==> src/rtl/bin_to_bcd_seq_if.sv <==
// Start/result bundle for the sequential binary-to-BCD converter.
// master drives start/bin, slave returns busy/done/bcd/overflow.
interface bin_to_bcd_seq_if #(
  parameter int BIN_W      = 10,
  parameter int NUM_DIGITS = 3
);
  logic                    start;
  logic [BIN_W-1:0]        bin;
  logic                    busy;
  logic                    done;
  logic [NUM_DIGITS*4-1:0] bcd;
  logic                    overflow;

  modport master (
    output start, bin,
    input  busy, done, bcd, overflow
  );

  modport slave (
    input  start, bin,
    output busy, done, bcd, overflow
  );
endinterface

==> src/rtl/bin_to_bcd_seq.sv <==
// Shift-and-add-3 binary to packed BCD, one input bit per clock.
// Saturates to all nines when the value does not fit the digits.
module bin_to_bcd_seq #(
  parameter int BIN_W      = 10,
  parameter int NUM_DIGITS = 3
) (
  input logic             clk,
  input logic             rst_n,
  bin_to_bcd_seq_if.slave io
);
  localparam int BCD_W = NUM_DIGITS * 4;
  localparam int CNT_W = $clog2(BIN_W + 1);

  typedef enum logic [1:0] {
    S_IDLE,
    S_SHIFT,
    S_DONE
  } state_t;

  state_t             state_q;
  state_t             state_d;
  logic [BIN_W-1:0]   sreg_q;
  logic [BCD_W-1:0]   scr_q;
  logic [CNT_W-1:0]   cnt_q;
  logic               ovf_q;
  logic [BCD_W-1:0]   bcd_q;
  logic               ovf_out_q;

  logic [BCD_W-1:0]   adj;
  logic [BCD_W-1:0]   scr_sh;
  logic [BIN_W-1:0]   sreg_sh;
  logic               ovf_d;
  logic [BCD_W-1:0]   sat;
  logic               last;

  // State register
  always_ff @(posedge clk) begin
    if (!rst_n) state_q <= S_IDLE;
    else        state_q <= state_d;
  end

  // Next-state decode
  always_comb begin
    state_d = state_q;
    unique case (state_q)
      S_IDLE:  if (io.start) state_d = S_SHIFT;
      S_SHIFT: if (last)     state_d = S_DONE;
      S_DONE:  state_d = S_IDLE;
      default: state_d = S_IDLE;
    endcase
  end

  // Per-digit add-3 then one-bit left shift of {scratch, shiftreg}
  always_comb begin
    adj  = '0;
    sat  = '0;
    for (int d = 0; d < NUM_DIGITS; d++) begin
      adj[4*d +: 4] = (scr_q[4*d +: 4] >= 4'd5) ?
                      4'(scr_q[4*d +: 4] + 4'd3) :
                      scr_q[4*d +: 4];
      sat[4*d +: 4] = 4'h9;
    end
    scr_sh  = {adj[BCD_W-2:0], sreg_q[BIN_W-1]};
    sreg_sh = sreg_q << 1;
    ovf_d   = ovf_q | adj[BCD_W-1];
    last    = (cnt_q == CNT_W'(1));
  end

  // Datapath: capture on accept, shift while busy, publish on last bit
  always_ff @(posedge clk) begin
    if (!rst_n) begin
      sreg_q    <= '0;
      scr_q     <= '0;
      cnt_q     <= '0;
      ovf_q     <= 1'b0;
      bcd_q     <= '0;
      ovf_out_q <= 1'b0;
    end else begin
      unique case (state_q)
        S_IDLE: begin
          if (io.start) begin
            sreg_q <= io.bin;
            scr_q  <= '0;
            cnt_q  <= CNT_W'(BIN_W);
            ovf_q  <= 1'b0;
          end
        end
        S_SHIFT: begin
          sreg_q <= sreg_sh;
          scr_q  <= scr_sh;
          cnt_q  <= cnt_q - CNT_W'(1);
          ovf_q  <= ovf_d;
          if (last) begin
            bcd_q     <= ovf_d ? sat : scr_sh;
            ovf_out_q <= ovf_d;
          end
        end
        default: ;
      endcase
    end
  end

  assign io.busy     = (state_q != S_IDLE);
  assign io.done     = (state_q == S_DONE);
  assign io.bcd      = bcd_q;
  assign io.overflow = ovf_out_q;
endmodule

==> src/flat_wrapper.sv <==
// flat-port wrapper written by rule: the top's interface ports become plain ports
module bin_to_bcd_seq_flat 
#(
  parameter int BIN_W      = 10,
  parameter int NUM_DIGITS = 3
)
  (clk, rst_n, io_start, io_bin, io_busy, io_done, io_bcd, io_overflow);
  bin_to_bcd_seq_if #(.BIN_W(BIN_W), .NUM_DIGITS(NUM_DIGITS)) io_i ();
  input logic clk;
  input logic rst_n;
  input wire logic [$bits(io_i.start)-1:0] io_start;
  input wire logic [$bits(io_i.bin)-1:0] io_bin;
  output wire logic [$bits(io_i.busy)-1:0] io_busy;
  output wire logic [$bits(io_i.done)-1:0] io_done;
  output wire logic [$bits(io_i.bcd)-1:0] io_bcd;
  output wire logic [$bits(io_i.overflow)-1:0] io_overflow;
  assign io_i.start = io_start;
  assign io_i.bin = io_bin;
  assign io_busy = io_i.busy;
  assign io_done = io_i.done;
  assign io_bcd = io_i.bcd;
  assign io_overflow = io_i.overflow;
  bin_to_bcd_seq #(.BIN_W(BIN_W), .NUM_DIGITS(NUM_DIGITS)) u_core (.clk(clk), .rst_n(rst_n), .io(io_i));
endmodule
==> config.mk <==
export PLATFORM = sky130hd
export DESIGN_NAME = bin_to_bcd_seq_flat
export DESIGN_NICKNAME = d
export VERILOG_FILES = /design/src/rtl/bin_to_bcd_seq_if.sv /design/src/rtl/bin_to_bcd_seq.sv /design/src/flat_wrapper.sv
export SDC_FILE = /design/constraint.sdc
export NUM_CORES = 1
export LEC_CHECK = 0
export ABC_AREA = 1
export BUFFER_PORTS_ARGS = -buffer_cell sky130_fd_sc_hd__buf_2
export CAP_MARGIN = 20
export CORE_AREA = 2 2 64 78
export DETAILED_ROUTE_END_ITERATION = 10
export DIE_AREA = 0 0 66 80
export MAX_ROUTING_LAYER = met4
export PLACE_DENSITY_LB_ADDON = 0.12
export SYNTH_ARGS = -nofsm -noshare
export SYNTH_HDL_FRONTEND = slang
export SYNTH_SLANG_ARGS = --single-unit
==> constraint.sdc <==
create_clock -name clk -period 1.67 [get_ports clk]
set_input_delay 0.0835 -clock clk [delete_from_list [all_inputs] [get_ports clk]]
set_output_delay 0.0835 -clock clk [all_outputs]
set_load 0.005 [all_outputs]
==> results_dict.tcl, run 1 <==
set metrics [dict create \
    yosys_warnings 0 \
    cap_violations 0 \
    yosys.area.top_type "dfxtp_1" \
    top_level_ports 28 \
    rows 27 \
    max_freq_mhz 668 \
    die_area_um2 5280 \
    min_period_over_period 0.897 \
    tightest_slew_ns 0.351 \
    die_w_um 66 \
    worstPathArrival_ns 1.67 \
    cp_max_fo 7 \
    drcViolationCount 0 \
    syn_area_per_cell_um2 6.98 \
    r2r.worst_path.cells 11 \
    clockBufferDepth 2 \
    endpoint "u_core.io.bcd[6]$_SDFFE_PN0P_" \
    r2r_slack_ns 0.17 \
    synthCells 280 \
    worstSetupEndpointType "flip-flop" \
    cp-start-kind "flip-flop" \
    drt_first_iter_violations 119 \
    wl_per_cell_um 11.4 \
    worstSetupStartpoint "u_core.scr_q[9]$_SDFFE_PN0P_" \
    routed_wirelength_um 4240 \
    grt_overflow 0 \
    syn_area_um2 1960 \
    cts_tree "yes" \
    worstPathCellList "inv_1 -> ha_1 -> inv_1 -> nand2_1 -> nand2_1 -> nand2_1 -> nor2_1 -> nor2_4 -> buf_4 -> nand3_1 -> a21oi_1" \
    n_antenna_cell 0 \
    clock_latency_ns 0.29 \
    synth_cell_type_count 21 \
    status "finished clean" \
    slew_headroom 0.766 \
    portBuffers 27 \
    slowest_stage "dfxtp_1" \
    cpPeakStageDelay_ns 0.35 \
    vias_per_cell 4.80 \
    layout_min_cycle_time_ns 1.50 \
    synth_seq_cells 42 \
    syn_nets 301 \
    clkSlewWorstSetupHoldPaths_ns 0.08 \
    postCtsHoldBufs 0 \
    critPathKind "flip-flop to flip-flop" \
    fin_nets 333 \
    path_common_cell "nand2_1" \
    numCtsBuffers 5 \
    skew_ns 0.00162 \
    grt_pass1_vias 1619 \
    cts_resized 0 \
    crit_required_ns 1.84 \
    setup_viol 0 \
    firstDrtPassIters 4 \
    dp_hpwl_um 2960 \
    cts.sinks 42 \
    p_per_area_nw_per_um2 846 \
    peakVddDrop_uv 459 \
    place_congestion 0.772 \
    worstReg2RegStart "u_core.scr_q[9]$_SDFFE_PN0P_" \
    drv_slew 0 \
    yosys.area.top_type_share 0.430 \
    setup_tns_ns 0 \
    die_height_um 80 \
    yosysSeqAreaShare 0.430 \
    synth_area_leaders "dfxtp_1, nand2_1, inv_1, a21oi_1, ha_1" \
    min_path_type "input port to flip-flop" \
    core_um2 4530 \
    final_util 0.501 \
    post_cts_buffers 0 \
    timing.rr.end "u_core.io.bcd[6]$_SDFFE_PN0P_" \
    track_usage 0.183 \
    area_growth_syn_to_layout_pct 16.1 \
    grt_pass1_wl_um 7240 \
    grt_max_degree 32 \
    cts_root_buffer "clkbuf_8" \
    hold_viol 0 \
    power_leakage_nw 1.07 \
    htreeDepth 2 \
    final_layout_size_suffix_gt1_frac 0.147 \
    start_util 0.432 \
    antenna_found_initial 0 \
    ant_nets 0 \
    grt_setup_unrepaired "false" \
    route.vias.total 1781 \
]
report_power, final:
part	switching, mW	total [mW]	leakage [nW]	internal [mW]
Combinational	0.119	0.186	0.681	0.0675
Sequential	0.0220	1.06	0.342	1.04
Clock	0.343	0.677	0.0482	0.334
Total	0.484	1.92	1.07	1.44
critical path, delay by kind of cell, from the launching register on:
kind | cells | cell delay [ns]
and+or+nand+nor | 6 | 0.48
buffers and inverters | 3 | 0.28
adders and majority gates | 1 | 0.19
DFF | 1 | 0.35
AOI/OAI and AO/OA | 1 | 0.06
synth_stat cells, drive strengths merged:
master	number
nand2	85
dfxtp	42
inv	39
a21oi	24
nor2	21
o21ai	21
nand3	11
ha	8
buf	7
a31oi	6
a22oi	4
nand4	4
clkbuf	3
nor3	2
a221oi	1
clkinv	1
o211ai	1
cells by family after synthesis:
family | count (synthesis) | share of synthesized area
adder cells (fa/ha/maj) | 8 | 0.0512
AO/OA/AOI/OAI | 57 | 0.158
flip-flops | 42 | 0.430
buffers and inverters | 50 | 0.102
AND/OR/NAND/NOR | 123 | 0.259
state kept, by name, summed over array words and instances (netlist names):
signal,flops
u_core.cnt_q,4
u_core.io.bcd,12
u_core.io.overflow,1
u_core.ovf_q,1
u_core.scr_q,12
u_core.sreg_q,10
u_core.state_q,2
layout by cell type (no fill, tap or decap):
master / instances
a21oi_1: 24
a221oi_1: 1
a22oi_1: 4
a31oi_1: 6
buf_2: 27
buf_4: 8
clkbuf_1: 1
clkbuf_8: 6
clkinv_1: 1
clkinv_2: 1
dfxtp_1: 41
dfxtp_2: 1
ha_1: 8
inv_1: 39
nand2_1: 84
nand2_2: 1
nand3_1: 11
nand4_1: 4
nor2_1: 20
nor2_4: 1
nor3_1: 1
nor3_4: 1
o211ai_1: 1
o21ai_0: 19
o21ai_1: 2
per-stage QoR:
stage / hold slack (ns) / power (mW) / area [µm²] / setup slack, ns / instances
after global placement: 0.351 / 1.27 / 2170 / 0.165 / 363
after floorplan: 0.232 / 1.20 / 1960 / 0.264 / 280
after CTS: 0.0394 / 1.94 / 2270 / 0.102 / 371
final: 0.0449 / 1.92 / 2270 / 0.172 / 371
after global routing: 0.0566 / 2.02 / 2270 / 0.00530 / 371
after detailed placement: 0.358 / 1.27 / 2170 / 0.128 / 363
worst min-delay path by stage:
stage,startpoint,end,slack (ns),cells past startpoint
final,io_bin[0],u_core.sreg_q[0]$_SDFFE_PN0P_,0.04,3
after CTS,io_bin[0],u_core.sreg_q[0]$_SDFFE_PN0P_,0.04,3
after detailed placement,io_bin[0],u_core.sreg_q[0]$_SDFFE_PN0P_,0.36,3
after global routing,io_bin[0],u_core.sreg_q[0]$_SDFFE_PN0P_,0.06,3
after global placement,io_bin[0],u_core.sreg_q[0]$_SDFFE_PN0P_,0.35,3
after floorplan,io_bin[0],u_core.sreg_q[0]$_SDFFE_PN0P_,0.23,2
routing by layer:
metal | global-route usage | part of all wire | up-vias
li1 | - | - | 952
met1 | 0.206 | 0.47 | 800
met2 | 0.317 | 0.49 | 25
met3 | 0.0423 | 0.027 | 4
met4 | 0.0612 | 0.0064 | 0
met5 | - | 0 | -
area by class of cell:
type                       instances  area [µm²]
fill                             493        2260
multi-input combinational        188         918
sequential                        42         842
timing repair buffer              35         195
inverter                          40         150
clock buffer                       7        86.3
tap                               58        72.6
clock inverter                     1        5.00
Note: power is estimated with default switching activity, not from simulation.
==> run 2, diff against run 1 <==
clock period = 1.4 ns   (was 1.67 ns; I/O delays follow)
==> results_dict.tcl, run 2 (same netlist as run 1, synthesis figures left out) <==
set metrics [dict create \
    status "finished clean" \
    crit_required_ns 1.62 \
    worstReg2RegStart "u_core.scr_q[8]$_SDFFE_PN0P_" \
    numCtsBuffers 5 \
    cp-start-kind "flip-flop" \
    final_cell_mix "nand2_1, dfxtp_1, inv_1" \
    portBuffers 27 \
    die_area_um2 5280 \
    drcViolationCount 0 \
    swShare 0.248 \
    cts.sinks 42 \
    clockBufferDepth 2 \
    peakVddDrop_uv 501 \
    rows 27 \
    p_seq_frac 0.561 \
    p_per_area_nw_per_um2 888 \
    p_comb_frac 0.117 \
    slowest_stage "dfxtp_2" \
    n_antenna_cell 0 \
    place_congestion 0.799 \
    final_layout_size_suffix_gt1_frac 0.307 \
    die_w_um 66 \
    max_freq_mhz 719 \
    grt_overflow 0 \
    hp-start "io_bin[0]" \
    cpLargestDelayFamily "simple AND/OR/NAND/NOR gates" \
    grt_pass1_vias 1648 \
    fin_nets 353 \
    top_level_ports 28 \
    cts_root_buffer "clkbuf_8" \
    cp_max_fo 5 \
    worstPathCellList "inv_2 -> ha_4 -> inv_2 -> nand2_2 -> nand2_1 -> nand2_1 -> nor2_2 -> nor2_4 -> buf_4 -> buf_4 -> nor3_2" \
    cpPeakStageDelay_ns 0.35 \
    pwr-share-clk 0.322 \
    vias_per_cell 4.82 \
    worstPathArrival_ns 1.61 \
    final_common_cell "nand2_1" \
    routed_wirelength_um 4330 \
    area_growth_syn_to_layout_pct 29.4 \
    power_leakage_nw 1.19 \
    fin_area_um2 2530 \
    grt_setup_unrepaired "true" \
    min_path_type "input port to flip-flop" \
    power.total_mw 2.25 \
    grt_max_degree 27 \
    dp_hpwl_um 3090 \
    die_height_um 80 \
    clkSlewWorstSetupHoldPaths_ns 0.07 \
    ant_nets 0 \
    slew_headroom 0.808 \
    layout_min_cycle_time_ns 1.39 \
    cap_violations 0 \
    track_usage 0.183 \
    switching_power_mw 0.557 \
    worstSetupStartpoint "u_core.scr_q[8]$_SDFFE_PN0P_" \
    hold_viol 0 \
    drt_first_iter_violations 115 \
    p_int_mw 1.69 \
    tightest_slew_ns 0.287 \
    antenna_found_initial 0 \
    min_period_over_period 0.993 \
    postCtsHoldBufs 0 \
    cp_num_buf_inv 4 \
    core_um2 4530 \
    worstSetupEndpointType "flip-flop" \
    grt_pass1_wl_um 7290 \
    critPathKind "flip-flop to flip-flop" \
    setup_viol 0 \
    placed_area_um2 2280 \
    firstDrtPassIters 4 \
    drv_slew 0 \
    wl_per_cell_um 11.1 \
    htreeDepth 2 \
    clock_latency_ns 0.29 \
    start_util 0.432 \
    skew_ns 0.00500 \
    cts_tree "yes" \
    route.vias.total 1878 \
]
==> run 2: cell count changes in the layout (fill, tap and decap cells not counted), sizes merged <==
cell and change:
clkinv -1, buf +20
==> run 2: worst min-delay path, stage by stage <==
cell	delay [ns]
buf_2	0.10
nand2_1	0.05
a21oi_1	0.05
==> run 2: final cells by class <==
class	instances	area, µm²
clock buffers	7	76.3
multi-input cells	188	1020
repair buffers	55	357
inverters	40	155
fillers	470	2000
flip-flops and latches	42	848
well taps	58	72.6
==> run 2: worst paths after layout <==
path | end | slack, ns | cells past startpoint
worst max register to register | u_core.ovf_q$_SDFFE_PN0P_ | 0.009 | 11
worst min-delay path | u_core.sreg_q[0]$_SDFFE_PN0P_ | 0.03 | 3
worst max-delay path | u_core.ovf_q$_SDFFE_PN0P_ | 0.009 | 11
worst min register to register | u_core.io.bcd[10]$_SDFFE_PN0P_ | 0.46 | 2
==> run 2: layer usage <==
layer  global-route usage  up-vias  share of wire
met5                    -        -              0
met4               0.0490        0          0.012
met3               0.0480        5          0.034
met2                0.303       30           0.51
met1                0.221      846           0.45
li1                     -      997              -
==> run 2: what timing repair did <==
item,in CTS,in global routing
gates resized for setup,21,34
setup endpoints to repair,9,32
pin swaps,5,6
buffers inserted,5,1
==> run 2: power by group through the flow <==
stage	Sequential [mW]	Combinational, mW	Clock (mW)
final	1.26	0.263	0.723
after global routing	1.26	0.299	0.818
after CTS	1.26	0.258	0.751
after detailed placement	1.29	0.253	0
after global placement	1.29	0.251	0
after floorplan	1.28	0.151	0
==> run 2: stage by stage <==
| stage | setup slack, ns | TNS [ns] | hold slack, ns | cells | utilization |
|---|---|---|---|---|---|
| after floorplan | 0.0315 | 0 | 0.218 | 280 | - |
| after global placement | -0.0739 | -0.310 | 0.334 | 377 | 0.504 |
| after detailed placement | -0.129 | -0.711 | 0.334 | 377 | 0.504 |
| after CTS | -0.00800 | -0.0123 | 0.0213 | 389 | 0.540 |
| after global routing | -0.0888 | -0.790 | 0.0352 | 390 | 0.559 |
| final | 0.00925 | 0 | 0.0253 | 390 | 0.559 |
==> run 3, diff against run 2 <==
--- a/config.mk
+++ b/config.mk
@@ -15,2 +15,3 @@
 export PLACE_DENSITY_LB_ADDON = 0.12
+export SETUP_SLACK_MARGIN = 0.02
 export SYNTH_ARGS = -nofsm -noshare
--- a/constraint.sdc
+++ b/constraint.sdc
@@ -3,2 +3,2 @@
 set_output_delay 0.07 -clock clk [all_outputs]
-set_load 0.005 [all_outputs]
+set_load 0.05 [all_outputs]
==> results_dict.tcl, run 3 (same netlist as run 1, synthesis figures left out) <==
set metrics [dict create \
    status "finished clean" \
    rows 27 \
    hold_viol 0 \
    cp-start-kind "flip-flop" \
    swShare 0.261 \
    routed_wirelength_um 4530 \
    grt_max_degree 31 \
    drcViolationCount 0 \
    grt_overflow 0 \
    antenna_found_initial 0 \
    switching_power_mw 0.619 \
    power_leakage_nw 1.21 \
    timing.hold.ws_ns 0.0239 \
    pwr-share-clk 0.337 \
    p_per_area_nw_per_um2 911 \
    grt_pass1_vias 1751 \
    layout_min_cycle_time_ns 1.38 \
    p_seq_frac 0.531 \
    cts_root_buffer "clkbuf_8" \
    clkSlewWorstSetupHoldPaths_ns 0.08 \
    htreeDepth 2 \
    n_antenna_cell 0 \
    top_level_ports 28 \
    die_area_um2 5280 \
    start_util 0.432 \
    max_freq_mhz 722 \
    p_comb_frac 0.131 \
    fin_nets 351 \
    worstPathArrival_ns 1.63 \
    setup_viol 0 \
    area_growth_syn_to_layout_pct 33.3 \
    r2r_slack_ns 0.02 \
    place_congestion 0.815 \
    cp_max_fo 4 \
    tightest_slew_ns 0.262 \
    clockBufferDepth 2 \
    dp_hpwl_um 3130 \
    wl_per_cell_um 11.6 \
    clock_latency_ns 0.29 \
    cp_num_buf_inv 4 \
    power.total_mw 2.38 \
    cts_tree "yes" \
    final_layout_size_suffix_gt1_frac 0.338 \
    r2r.worst_path.cells 10 \
    crit_required_ns 1.64 \
    min_path_cells 3 \
    worstPathCellList "inv_2 -> ha_4 -> nand2_2 -> nor3_4 -> buf_4 -> buf_4 -> nor2_1 -> nor2_1 -> o21ai_2 -> inv_1" \
    worstReg2RegStart "u_core.cnt_q[1]$_SDFFE_PN0P_" \
    cap_violations 0 \
    grt_pass1_wl_um 7510 \
    numCtsBuffers 5 \
    portBuffers 27 \
    worstSetupEndpointType "flip-flop" \
    track_usage 0.189 \
    ant_nets 0 \
    cts.sinks 42 \
    slowest_stage "dfxtp_2" \
    peakVddDrop_uv 674 \
    slew_headroom 0.827 \
    drv_slew 0 \
    final_common_cell "nand2_1" \
    core_um2 4530 \
    skew_ns 0.00752 \
    die_height_um 80 \
    min_to "u_core.sreg_q[0]$_SDFFE_PN0P_" \
    min_path_type "input port to flip-flop" \
    cpLargestDelayFamily "simple AND/OR/NAND/NOR gates" \
    timing.rr.end "u_core.io.bcd[7]$_SDFFE_PN0P_" \
    cpPeakStageDelay_ns 0.32 \
    p_int_mw 1.76 \
    vias_per_cell 4.87 \
    final_util 0.576 \
    grt_setup_unrepaired "true" \
    final_cell_mix "nand2_1, dfxtp_1, inv_1" \
    route.vias.total 1896 \
    critPathKind "flip-flop to flip-flop" \
    firstDrtPassIters 4 \
    hp-start "io_bin[0]" \
    min_period_over_period 0.989 \
    die_w_um 66 \
    drt_first_iter_violations 89 \
]
## run 3: cell count changes in the layout (fill, tap and decap cells not counted), sizes merged
cell / before / now
inv: 39 / 40
buf: 55 / 53
## run 3: layer usage
metal	track usage	wire length (µm)	vias to the layer above
li1	-	-	992
met1	0.212	1960	869
met2	0.335	2410	29
met3	0.0296	104	6
met4	0.0673	52	0
met5	-	0	-
## run 3: power by group through the flow
stage | registers (mW) | clock network (mW) | logic [mW]
final | 1.26 | 0.801 | 0.312
after global routing | 1.27 | 0.879 | 0.350
after CTS | 1.26 | 0.833 | 0.299
after detailed placement | 1.29 | 0 | 0.297
after global placement | 1.29 | 0 | 0.295
after floorplan | 1.30 | 0 | 0.163
## run 3: worst max path at each step
stage	from	end	slack (ns)	cells past startpoint
floorplan	u_core.scr_q[8]$_SDFFE_PN0P_	u_core.io.bcd[0]$_SDFFE_PN0P_	0.03	11
global route	u_core.scr_q[8]$_SDFFE_PN0P_	u_core.io.bcd[9]$_SDFFE_PN0P_	-0.08	11
global placement	u_core.scr_q[9]$_SDFFE_PN0P_	u_core.io.bcd[0]$_SDFFE_PN0P_	-0.02	11
finish	u_core.cnt_q[1]$_SDFFE_PN0P_	u_core.io.bcd[7]$_SDFFE_PN0P_	0.02	10
detailed placement	u_core.scr_q[8]$_SDFFE_PN0P_	u_core.io.bcd[0]$_SDFFE_PN0P_	-0.07	11
CTS	u_core.scr_q[9]$_SDFFE_PN0P_	u_core.io.bcd[5]$_SDFFE_PN0P_	0.02	11
## run 3: timing repair
item | 4_1_cts | 5_1_grt
resized for setup | 20 | 45
pin swaps | 6 | 9
endpoints found under the setup margin | 20 | 31
hold buffers | 0 | 0
buffers inserted | 2 | 3
## run 3: final cells by class
type                    instances  area [µm²]
clock buffers                   7        86.3
clock inverters                 1        5.00
fillers                       457        1920
inverters                      40         155
multi-input cells             188        1070
flip-flops and latches         42         850
well taps                      58        72.6
repair buffers                 53         372
## run 3: through the flow
stage	std cells	cell area, µm²	worst slack, ns	setup TNS [ns]
after floorplan	280	1960	0.0269	0
after global placement	376	2310	-0.0207	-0.0476
after detailed placement	376	2310	-0.0724	-0.454
after CTS	386	2460	0.0152	0
after global routing	389	2610	-0.0769	-0.920
final	389	2610	0.0155	0
## run 3: worst register-to-register path, delay by kind of cell, from the launching register on
family	cells	cell delay, ns
and+or+nand+nor	4	0.47
buffers and inverters	4	0.37
DFF	1	0.32
adders and majority gates	1	0.12
AOI/OAI and AO/OA	1	0.06
